--- src/rtl/gpio_cfg_pkg.sv ---
// Shared definitions for the GPIO configuration serial loader: FSM state
// encoding, the default per-pad word width, the bit layout of one pad
// configuration word, and small elaboration-time helpers.
package gpio_cfg_pkg;

    // Default width of one pad configuration word.
    localparam int GPIO_CFG_BITS = 13;

    // Loader sequence states.
    typedef enum logic [2:0] {
        IDLE  = 3'd0,
        RST   = 3'd1,
        SHIFT = 3'd2,
        LOAD  = 3'd3,
        DONE  = 3'd4
    } gpio_cfg_state_e;

    // Bit positions inside one pad configuration word.
    localparam int CFG_MGMT_EN     = 0;
    localparam int CFG_OEB         = 1;
    localparam int CFG_HOLDOVER    = 2;
    localparam int CFG_INP_DIS     = 3;
    localparam int CFG_IB_MODE_SEL = 4;
    localparam int CFG_ANALOG_EN   = 5;
    localparam int CFG_ANALOG_SEL  = 6;
    localparam int CFG_ANALOG_POL  = 7;
    localparam int CFG_SLOW        = 8;
    localparam int CFG_VTRIP       = 9;
    localparam int CFG_DM_LSB      = 10;
    localparam int CFG_DM_WIDTH    = 3;

    function automatic int max_int(input int a, input int b);
        return (a > b) ? a : b;
    endfunction

    // Width of a counter or index that must hold values 0..n-1 (at least 1 bit).
    function automatic int idx_width(input int n);
        return (n > 1) ? $clog2(n) : 1;
    endfunction

endpackage

--- src/rtl/gpio_cfg_serial_loader_if.sv ---
// Request/status and pad-chain signals of the GPIO configuration loader.
// The master side (housekeeping) issues start and supplies the flat config
// vector; the slave side (the loader) drives status and the serial chains.
interface gpio_cfg_serial_loader_if
    import gpio_cfg_pkg::*;
#(
    parameter int TOTAL_PADS = 38,
    parameter int CFG_BITS   = GPIO_CFG_BITS
);

    logic                           start;
    logic [TOTAL_PADS*CFG_BITS-1:0] cfg_flat;
    logic                           busy;
    logic                           done;
    logic                           serial_clock;
    logic                           serial_load;
    logic                           serial_resetn;
    logic                           serial_data_1;
    logic                           serial_data_2;

    modport master (
        output start,
        output cfg_flat,
        input  busy,
        input  done,
        input  serial_clock,
        input  serial_load,
        input  serial_resetn,
        input  serial_data_1,
        input  serial_data_2
    );

    modport slave (
        input  start,
        input  cfg_flat,
        output busy,
        output done,
        output serial_clock,
        output serial_load,
        output serial_resetn,
        output serial_data_1,
        output serial_data_2
    );

endinterface

--- src/rtl/gpio_serial_bit_timer.sv ---
// Phase timer for the serial pad chains. While run is high it divides the
// system clock into bit periods of 2*CLK_DIV cycles: a low phase followed by
// a high phase, CLK_DIV cycles each. phase_end marks the last cycle of either
// phase, bit_end the last cycle of the high phase. Dropping run rewinds it so
// the next period always starts at the beginning of a low phase.
module gpio_serial_bit_timer
    import gpio_cfg_pkg::*;
#(
    parameter int CLK_DIV = 2
) (
    input  logic wb_clk_i,
    input  logic wb_rst_i,
    input  logic run,
    output logic phase_end,
    output logic high_phase,
    output logic bit_end
);

    localparam int             CW         = idx_width(CLK_DIV);
    localparam logic [CW-1:0]  PHASE_LAST = CW'(CLK_DIV - 1);

    logic [CW-1:0] phase_cnt;
    logic          half;

    // Count cycles within a phase and toggle the phase at its last cycle.
    always_ff @(posedge wb_clk_i) begin
        // NOTE: state registers use non-blocking assignments so every flop
        // samples pre-edge values, independent of statement order.
        if (wb_rst_i || !run) begin
            phase_cnt <= '0;
            half      <= 1'b0;
        end else if (phase_cnt == PHASE_LAST) begin
            phase_cnt <= '0;
            half      <= ~half;
        end else begin
            phase_cnt <= phase_cnt + CW'(1);
        end
    end

    assign phase_end  = run && (phase_cnt == PHASE_LAST);
    assign high_phase = half;
    assign bit_end    = phase_end && half;

endmodule

--- src/rtl/gpio_cfg_serial_loader.sv ---
// GPIO pad configuration serial loader.
// On a start request it resets both pad control chains, shifts LMAX*CFG_BITS
// bits into each (shorter chain padded with leading zero words), pulses the
// parallel-load strobe and reports done. Chain 1 receives pads AREA1PADS-1
// down to 0, chain 2 pads AREA1PADS up to TOTAL_PADS-1, each word MSB first.
// Optional build macro GPIO_CFG_SNAPSHOT_EN: capture cfg_flat into a shadow
// register when a transfer is accepted; otherwise cfg_flat is read live at
// every bit boundary and must be held stable while busy.
module gpio_cfg_serial_loader
    import gpio_cfg_pkg::*;
#(
    parameter int TOTAL_PADS = 38,
    parameter int AREA1PADS  = 19,
    parameter int CFG_BITS   = GPIO_CFG_BITS,
    parameter int CLK_DIV    = 2
) (
    input  logic                    wb_clk_i,
    input  logic                    wb_rst_i,
    gpio_cfg_serial_loader_if.slave bus
);

    localparam int L1    = AREA1PADS;
    localparam int L2    = TOTAL_PADS - AREA1PADS;
    localparam int LMAX  = max_int(L1, L2);
    localparam int CFG_W = TOTAL_PADS * CFG_BITS;
    // Leading zero words on each chain so both finish on the same bit.
    localparam int Z1    = LMAX - L1;
    localparam int Z2    = LMAX - L2;
    localparam int WW    = idx_width(LMAX);
    localparam int BW    = idx_width(CFG_BITS);
    localparam int IW    = idx_width(CFG_W);

    localparam logic [WW-1:0] WORD_LAST = WW'(LMAX - 1);
    localparam logic [BW-1:0] BIT_LAST  = BW'(CFG_BITS - 1);

    localparam logic [2:0] S_IDLE  = IDLE;
    localparam logic [2:0] S_RST   = RST;
    localparam logic [2:0] S_SHIFT = SHIFT;
    localparam logic [2:0] S_LOAD  = LOAD;
    localparam logic [2:0] S_DONE  = DONE;

    logic [2:0]    state;
    logic [WW-1:0] word_idx;   // word slot currently on the chains (0 = first shifted)
    logic [BW-1:0] bit_idx;    // bit within that word, counts down from MSB
    logic [WW-1:0] word_nxt;
    logic [BW-1:0] bit_nxt;
    logic          last_bit;
    logic          d1_nxt;
    logic          d2_nxt;
    logic [IW-1:0] idx1;
    logic [IW-1:0] idx2;
    int            pad1;
    int            pad2;

    logic          busy_q;
    logic          done_q;
    logic          sclk_q;
    logic          sload_q;
    logic          sresetn_q;
    logic          sdata1_q;
    logic          sdata2_q;

    logic          run;
    logic          phase_end;
    logic          high_phase;
    logic          bit_end;

    logic [CFG_W-1:0] cfg_src;

`ifdef GPIO_CFG_SNAPSHOT_EN
    logic [CFG_W-1:0] cfg_shadow;

    // Freeze the configuration on the cycle a transfer is accepted.
    always_ff @(posedge wb_clk_i) begin
        // NOTE: the shadow is pure data, only read after a start has loaded
        // it, so it carries no reset.
        if (state == S_IDLE && bus.start) begin
            cfg_shadow <= bus.cfg_flat;
        end
    end

    assign cfg_src = cfg_shadow;
`else
    assign cfg_src = bus.cfg_flat;
`endif

    assign run = (state == S_RST) || (state == S_SHIFT) || (state == S_LOAD);

    gpio_serial_bit_timer #(
        .CLK_DIV (CLK_DIV)
    ) u_bit_timer (
        .wb_clk_i   (wb_clk_i),
        .wb_rst_i   (wb_rst_i),
        .run        (run),
        .phase_end  (phase_end),
        .high_phase (high_phase),
        .bit_end    (bit_end)
    );

    assign last_bit = (word_idx == WORD_LAST) && (bit_idx == '0);

    // Position and chain data of the bit that starts at the next bit boundary.
    always_comb begin
        // NOTE: every output of this block gets a default first, so no path
        // leaves a value held and no latch is inferred.
        word_nxt = word_idx;
        bit_nxt  = bit_idx;
        pad1     = 0;
        pad2     = 0;
        idx1     = '0;
        idx2     = '0;
        d1_nxt   = 1'b0;
        d2_nxt   = 1'b0;

        if (state == S_RST) begin
            word_nxt = '0;
            bit_nxt  = BIT_LAST;
        end else if (bit_idx == '0) begin
            word_nxt = word_idx + WW'(1);
            bit_nxt  = BIT_LAST;
        end else begin
            bit_nxt  = bit_idx - BW'(1);
        end

        // Chain 1 walks pads downward, chain 2 upward, after their zero words.
        pad1 = LMAX - 1 - int'(word_nxt);
        pad2 = AREA1PADS + int'(word_nxt) - Z2;

        if (int'(word_nxt) >= Z1) begin
            idx1   = IW'(pad1 * CFG_BITS + int'(bit_nxt));
            d1_nxt = cfg_src[idx1];
        end
        if (int'(word_nxt) >= Z2) begin
            idx2   = IW'(pad2 * CFG_BITS + int'(bit_nxt));
            d2_nxt = cfg_src[idx2];
        end
    end

    // Sequence FSM; all chain outputs are registered alongside the state.
    always_ff @(posedge wb_clk_i) begin
        if (wb_rst_i) begin
            state     <= S_IDLE;
            word_idx  <= '0;
            bit_idx   <= '0;
            busy_q    <= 1'b0;
            done_q    <= 1'b0;
            sclk_q    <= 1'b0;
            sload_q   <= 1'b0;
            sresetn_q <= 1'b0;
            sdata1_q  <= 1'b0;
            sdata2_q  <= 1'b0;
        end else begin
            case (state)
                S_IDLE: begin
                    if (bus.start) begin
                        state     <= S_RST;
                        busy_q    <= 1'b1;
                        sresetn_q <= 1'b0;
                    end else begin
                        sresetn_q <= 1'b1;
                    end
                end

                S_RST: begin
                    if (bit_end) begin
                        state     <= S_SHIFT;
                        sresetn_q <= 1'b1;
                        word_idx  <= word_nxt;
                        bit_idx   <= bit_nxt;
                        sdata1_q  <= d1_nxt;
                        sdata2_q  <= d2_nxt;
                    end
                end

                S_SHIFT: begin
                    if (bit_end) begin
                        sclk_q <= 1'b0;
                        if (last_bit) begin
                            state    <= S_LOAD;
                            sload_q  <= 1'b1;
                            sdata1_q <= 1'b0;
                            sdata2_q <= 1'b0;
                        end else begin
                            word_idx <= word_nxt;
                            bit_idx  <= bit_nxt;
                            sdata1_q <= d1_nxt;
                            sdata2_q <= d2_nxt;
                        end
                    end else if (phase_end && !high_phase) begin
                        // End of the low phase: chains sample on this rising edge.
                        sclk_q <= 1'b1;
                    end
                end

                S_LOAD: begin
                    if (bit_end) begin
                        state   <= S_DONE;
                        sload_q <= 1'b0;
                        done_q  <= 1'b1;
                    end
                end

                S_DONE: begin
                    state  <= S_IDLE;
                    done_q <= 1'b0;
                    busy_q <= 1'b0;
                end

                default: begin
                    state  <= S_IDLE;
                    busy_q <= 1'b0;
                    done_q <= 1'b0;
                end
            endcase
        end
    end

    assign bus.busy          = busy_q;
    assign bus.done          = done_q;
    assign bus.serial_clock  = sclk_q;
    assign bus.serial_load   = sload_q;
    assign bus.serial_resetn = sresetn_q;
    assign bus.serial_data_1 = sdata1_q;
    assign bus.serial_data_2 = sdata2_q;

endmodule

--- src/flat_wrapper.sv ---
// flat-port wrapper written by rule: the top's interface ports become plain ports
module gpio_cfg_serial_loader_flat import gpio_cfg_pkg::*;
#(
    parameter int TOTAL_PADS = 38,
    parameter int AREA1PADS  = 19,
    parameter int CFG_BITS   = GPIO_CFG_BITS,
    parameter int CLK_DIV    = 2
)
  (wb_clk_i, wb_rst_i, bus_start, bus_cfg_flat, bus_busy, bus_done, bus_serial_clock, bus_serial_load, bus_serial_resetn, bus_serial_data_1, bus_serial_data_2);
  gpio_cfg_serial_loader_if #(.TOTAL_PADS(TOTAL_PADS), .CFG_BITS(CFG_BITS)) bus_i ();
  input  logic wb_clk_i;
  input  logic wb_rst_i;
  input wire logic [$bits(bus_i.start)-1:0] bus_start;
  input wire logic [$bits(bus_i.cfg_flat)-1:0] bus_cfg_flat;
  output wire logic [$bits(bus_i.busy)-1:0] bus_busy;
  output wire logic [$bits(bus_i.done)-1:0] bus_done;
  output wire logic [$bits(bus_i.serial_clock)-1:0] bus_serial_clock;
  output wire logic [$bits(bus_i.serial_load)-1:0] bus_serial_load;
  output wire logic [$bits(bus_i.serial_resetn)-1:0] bus_serial_resetn;
  output wire logic [$bits(bus_i.serial_data_1)-1:0] bus_serial_data_1;
  output wire logic [$bits(bus_i.serial_data_2)-1:0] bus_serial_data_2;
  assign bus_i.start = bus_start;
  assign bus_i.cfg_flat = bus_cfg_flat;
  assign bus_busy = bus_i.busy;
  assign bus_done = bus_i.done;
  assign bus_serial_clock = bus_i.serial_clock;
  assign bus_serial_load = bus_i.serial_load;
  assign bus_serial_resetn = bus_i.serial_resetn;
  assign bus_serial_data_1 = bus_i.serial_data_1;
  assign bus_serial_data_2 = bus_i.serial_data_2;
  gpio_cfg_serial_loader #(.TOTAL_PADS(TOTAL_PADS), .AREA1PADS(AREA1PADS), .CFG_BITS(CFG_BITS), .CLK_DIV(CLK_DIV)) u_core (.wb_clk_i(wb_clk_i), .wb_rst_i(wb_rst_i), .bus(bus_i));
endmodule
--- config.mk ---
export PLATFORM = sky130hd
export DESIGN_NAME = gpio_cfg_serial_loader_flat
export DESIGN_NICKNAME = d
export VERILOG_FILES = /design/src/rtl/gpio_cfg_pkg.sv /design/src/rtl/gpio_cfg_serial_loader_if.sv /design/src/rtl/gpio_serial_bit_timer.sv /design/src/rtl/gpio_cfg_serial_loader.sv /design/src/flat_wrapper.sv
export SDC_FILE = /design/constraint.sdc
export NUM_CORES = 1
export LEC_CHECK = 0
export BUFFER_PORTS_ARGS = -buffer_cell sky130_fd_sc_hd__buf_4
export CORE_AREA = 10 10 185 187
export CTS_CLUSTER_SIZE = 30
export DETAILED_ROUTE_END_ITERATION = 7
export DIE_AREA = 0 0 195 197
export GPL_TIMING_DRIVEN = 0
export PLACE_DENSITY = 0.71
export SYNTH_ARGS = -nofsm -noshare
export SYNTH_HDL_FRONTEND = slang
export SYNTH_HIERARCHICAL = 1
export SYNTH_SLANG_ARGS = --single-unit
export TNS_END_PERCENT = 20
--- constraint.sdc ---
create_clock -name wb_clk_i -period 8.45 [get_ports wb_clk_i]
set_input_delay 0.4225 -clock wb_clk_i [delete_from_list [all_inputs] [get_ports wb_clk_i]]
set_output_delay 0.4225 -clock wb_clk_i [all_outputs]
set_load 0.03 [all_outputs]
==> impl_metrics.env <==
export IMPL_power_mw=1.952
export IMPL_async_reset_ff_share_pct=0
export IMPL_cp_arrival_ns=7.69
export IMPL_cts_resized=0
export IMPL_leakage_nw=6.164
export IMPL_required_ns=8.56
export IMPL_area_growth_pct=41.14
export IMPL_worst_pin_slew_ns=1.287
export IMPL_worst_path_max_fanout=10
export IMPL_synth_edf_count=0
export IMPL_port_buffers=503
export IMPL_rr_endpoint="u_core/bus.serial_data_1$_SDFFE_PP0P_"
export IMPL_max_freq_ghz=0.1319
export IMPL_syn_inst=906
export IMPL_r2r_start="u_core/bit_idx[0]$_SDFFE_PP0P_"
export IMPL_grt_overflow=0
export IMPL_ys_ff_latch=21
export IMPL_grt_max_degree=13
export IMPL_finalCritPeriodShare_pct=89.74
export IMPL_synth_top_area_share_pct=52.87
export IMPL_synth_cell_type_count=67
export IMPL_reg2regPathDepth=22
export IMPL_rsz0062_at_grt="no"
export IMPL_vdd_ir_drop_worst_uv=84.24
export IMPL_cp_num_buf_inv=5
export IMPL_r2r_setup_slack_ns=0.87
export IMPL_cts_buffers=3
export IMPL_dr_total_vias=12530
export IMPL_gp_congestion=1.011
export IMPL_grt_pass1_wl_mm=93.89
export IMPL_clk_pin_slew_ns=0.06
export IMPL_drv_slew=0
export IMPL_die_h_um=197
export IMPL_ys_flop_type="dfxtp_1"
export IMPL_rows=64
export IMPL_path_cells="inv_1, ha_1, nor3b_2, xnor2_1, nor2_1, a21oi_1, xnor2_1, ha_1, ha_1, inv_1, fa_1, fa_1, buf_2, nor2b_1, clkbuf_1, clkbuf_1, a22oi_1, a211oi_1, o21ai_0, o31ai_1, nor4_1, o41ai_1"
export IMPL_yosys_area_top_type="mux4_2"
export IMPL_cts_max_path_buffers=2
export IMPL_antenna_left=0
export IMPL_setup_worst_path_end_class="flop"
export IMPL_setup_violations_final=0
export IMPL_clock_root_buffer="clkbuf_16"
export IMPL_synth_area_top_cells="mux4_2 (53%), ha_1 (5.7%), mux2i_1 (4.2%)"
export IMPL_die_x_um=195
export IMPL_slew_headroom_pct=13.89
export IMPL_cts_post_setup_buffers_inserted=0
export IMPL_drc=0
export IMPL_first_pass_iters=6
export IMPL_drive_gt1_share_pct=59.31
export IMPL_wl_per_cell_um=37.13
export IMPL_drt_iter0_drc=1562
export IMPL_hold_path_end="u_core/bus.serial_resetn$_SDFFE_PP0P_"
export IMPL_fin_crit_ns=7.583
export IMPL_status="finished clean"
export IMPL_startpoint_type="flop"
export IMPL_dp_hpwl_mm=56.54
export IMPL_hold_violations=0
export IMPL_routed_wl_mm=67.35
export IMPL_p_per_area_nw_per_um2=130.4
export IMPL_worstSkewPairLatency_ns=0.26
export IMPL_crit_top_cell="ha_1"
export IMPL_vias_per_cell=6.910
export IMPL_num_nets_final=1969
export IMPL_cp_slowest_cell="clkbuf_1"
export IMPL_grt_antenna_before_repair=3
export IMPL_critPathTopFamily="compound AO/OA/AOI/OAI gates"
export IMPL_drv_cap=0
export IMPL_num_fill_cells=2846
export IMPL_die_area_um2=38420
export IMPL_fin_setup_tns_ns=0
export IMPL_layout_commonest_cell="buf_4"
export IMPL_core_area_um2=30430
export IMPL_cts_tree="built"
export IMPL_min_delay_path_class="primary input to flop"
export IMPL_syn_area_um2=10610
export IMPL_ys_warn_count=6
export IMPL_io_pins=504
export IMPL_hold_depth=2
export IMPL_path_class="flop to flop"
export IMPL_slowest_delay_ns=0.58
export IMPL_holdBufCountCts=0
export IMPL_synth_area_per_cell_um2=11.71
export IMPL_clock_skew_final_ns=0.002620
export IMPL_grt_pass1_vias=13350
export IMPL_final_cell_mix="buf_4 (526), mux4_2 (249), nand2_1 (50), ha_1 (48), mux2i_1 (44)"
export IMPL_track_usage_pct=32.99
export IMPL_clock_sinks=21
export IMPL_start_util_pct=34.86
export IMPL_yosysSeqAreaShare_pct=3.963
export IMPL_syn_nets=1461
export IMPL_h_tree_depth=1
export IMPL_hold_path_startpoint="bus_start"
[flip-flops by register name, indices dropped and copies added (netlist names)]
signal	count
u_core/word_idx	5
u_core/bit_idx	4
u_core/state	3
u_core/bus.busy	1
u_core/bus.done	1
u_core/bus.serial_clock	1
u_core/bus.serial_data_1	1
u_core/bus.serial_data_2	1
u_core/bus.serial_load	1
u_core/bus.serial_resetn	1
u_core/u_bit_timer/high_phase	1
u_core/u_bit_timer/phase_cnt	1
[worst max path at each step]
stage / startpoint / to / slack [ns] / depth (start not counted)
6_report: u_core/bit_idx[0]$_SDFFE_PP0P_ / u_core/bus.serial_data_1$_SDFFE_PP0P_ / 0.87 / 22
2_1_floorplan: u_core/bit_idx[0]$_SDFFE_PP0P_ / u_core/bus.serial_data_2$_SDFFE_PP0P_ / 3.07 / 23
5_1_grt: u_core/bit_idx[0]$_SDFFE_PP0P_ / u_core/bus.serial_data_1$_SDFFE_PP0P_ / 0.51 / 22
3_5_place_dp: u_core/bit_idx[0]$_SDFFE_PP0P_ / u_core/bus.serial_data_1$_SDFFE_PP0P_ / 1.27 / 23
3_3_place_gp: u_core/bit_idx[0]$_SDFFE_PP0P_ / u_core/bus.serial_data_1$_SDFFE_PP0P_ / 1.24 / 23
4_1_cts: u_core/bit_idx[0]$_SDFFE_PP0P_ / u_core/bus.serial_data_1$_SDFFE_PP0P_ / 1.19 / 22
[metrics by stage]
step	worst slack [ns]	instances	hold WS [ns]	util (%)	instance area (um^2)
3_5_place_dp	1.274	1805	0.4780	48.90	14880
6_report	0.8668	1814	0.3998	49.20	14970
2_1_floorplan	3.072	906	0.4294	-	10610
3_3_place_gp	1.236	1805	0.4479	48.90	14880
5_1_grt	0.5145	1812	0.4179	49.19	14970
4_1_cts	1.189	1809	0.3934	49.16	14960
[cell families after synthesis]
| group | Yosys count | synth area share (%) |
|---|---|---|
| multiplexers | 304 | 59.18 |
| AND/OR/NAND/NOR | 186 | 8.787 |
| AO/OA/AOI/OAI | 165 | 10.71 |
| buffers and inverters | 143 | 7.419 |
| adder cells (fa/ha/maj) | 58 | 7.549 |
| XOR/XNOR | 29 | 2.394 |
| flip-flops | 21 | 3.963 |
[worst reg2reg max path: stages, from the launching register on]
cell,delay [ns]
dfxtp_1,0.34
inv_1,0.07
ha_1,0.17
nor3b_2,0.52
xnor2_1,0.16
nor2_1,0.55
a21oi_1,0.20
xnor2_1,0.42
ha_1,0.33
ha_1,0.28
inv_1,0.04
fa_1,0.51
fa_1,0.53
buf_2,0.28
nor2b_1,0.17
clkbuf_1,0.48
clkbuf_1,0.59
a22oi_1,0.29
a211oi_1,0.48
o21ai_0,0.26
o31ai_1,0.17
nor4_1,0.14
o41ai_1,0.47
[synth_stat cells, types with 8 or more instances]
| master | n |
|---|---|
| a2111oi_0 | 9 |
| a211oi_1 | 18 |
| a21oi_1 | 41 |
| a22oi_1 | 21 |
| and3_1 | 8 |
| buf_2 | 30 |
| buf_4 | 23 |
| buf_6 | 11 |
| clkbuf_1 | 29 |
| dfxtp_1 | 21 |
| fa_1 | 10 |
| ha_1 | 48 |
| inv_1 | 43 |
| mux2i_1 | 44 |
| mux4_2 | 249 |
| nand2_1 | 50 |
| nand2b_1 | 10 |
| nand3_1 | 15 |
| nor2_1 | 31 |
| nor3_1 | 26 |
| o21ai_0 | 16 |
| xnor2_1 | 16 |
| xor2_1 | 13 |
[where the power goes]
group / internal, mW / switching [mW] / leakage [nW]
Sequential: 0.101 / 0.00179 / 0.170
Combinational: 0.762 / 0.985 / 5.95
Clock: 0.0637 / 0.0396 / 0.0409
Total: 0.926 / 1.03 / 6.16
[final cells by class]
type	count	area [um^2]	area share, %
well taps	396	495.5	3.309
repair buffers	503	3776	25.22
diodes	5	12.51	0.08357
clock inverters	1	5.005	0.03343
multi-input cells	742	9400	62.79
flip-flops and latches	21	420.4	2.808
clock buffers	3	75.07	0.5014
inverters	45	168.9	1.128
plain buffers	98	618.1	4.128
[layer usage]
layer / part of all wire (%) / wire [um] / global-route usage [%] / up-vias
met5: 0 / 0 / 0 / -
met4: 6.9 / 4623 / 17.42 / 0
met3: 12 / 7856 / 8.503 / 280
met2: 48 / 32080 / 55.18 / 1180
met1: 34 / 22790 / 38.29 / 6189
li1: - / - / - / 4885
(Power assumes the default switching activity.)
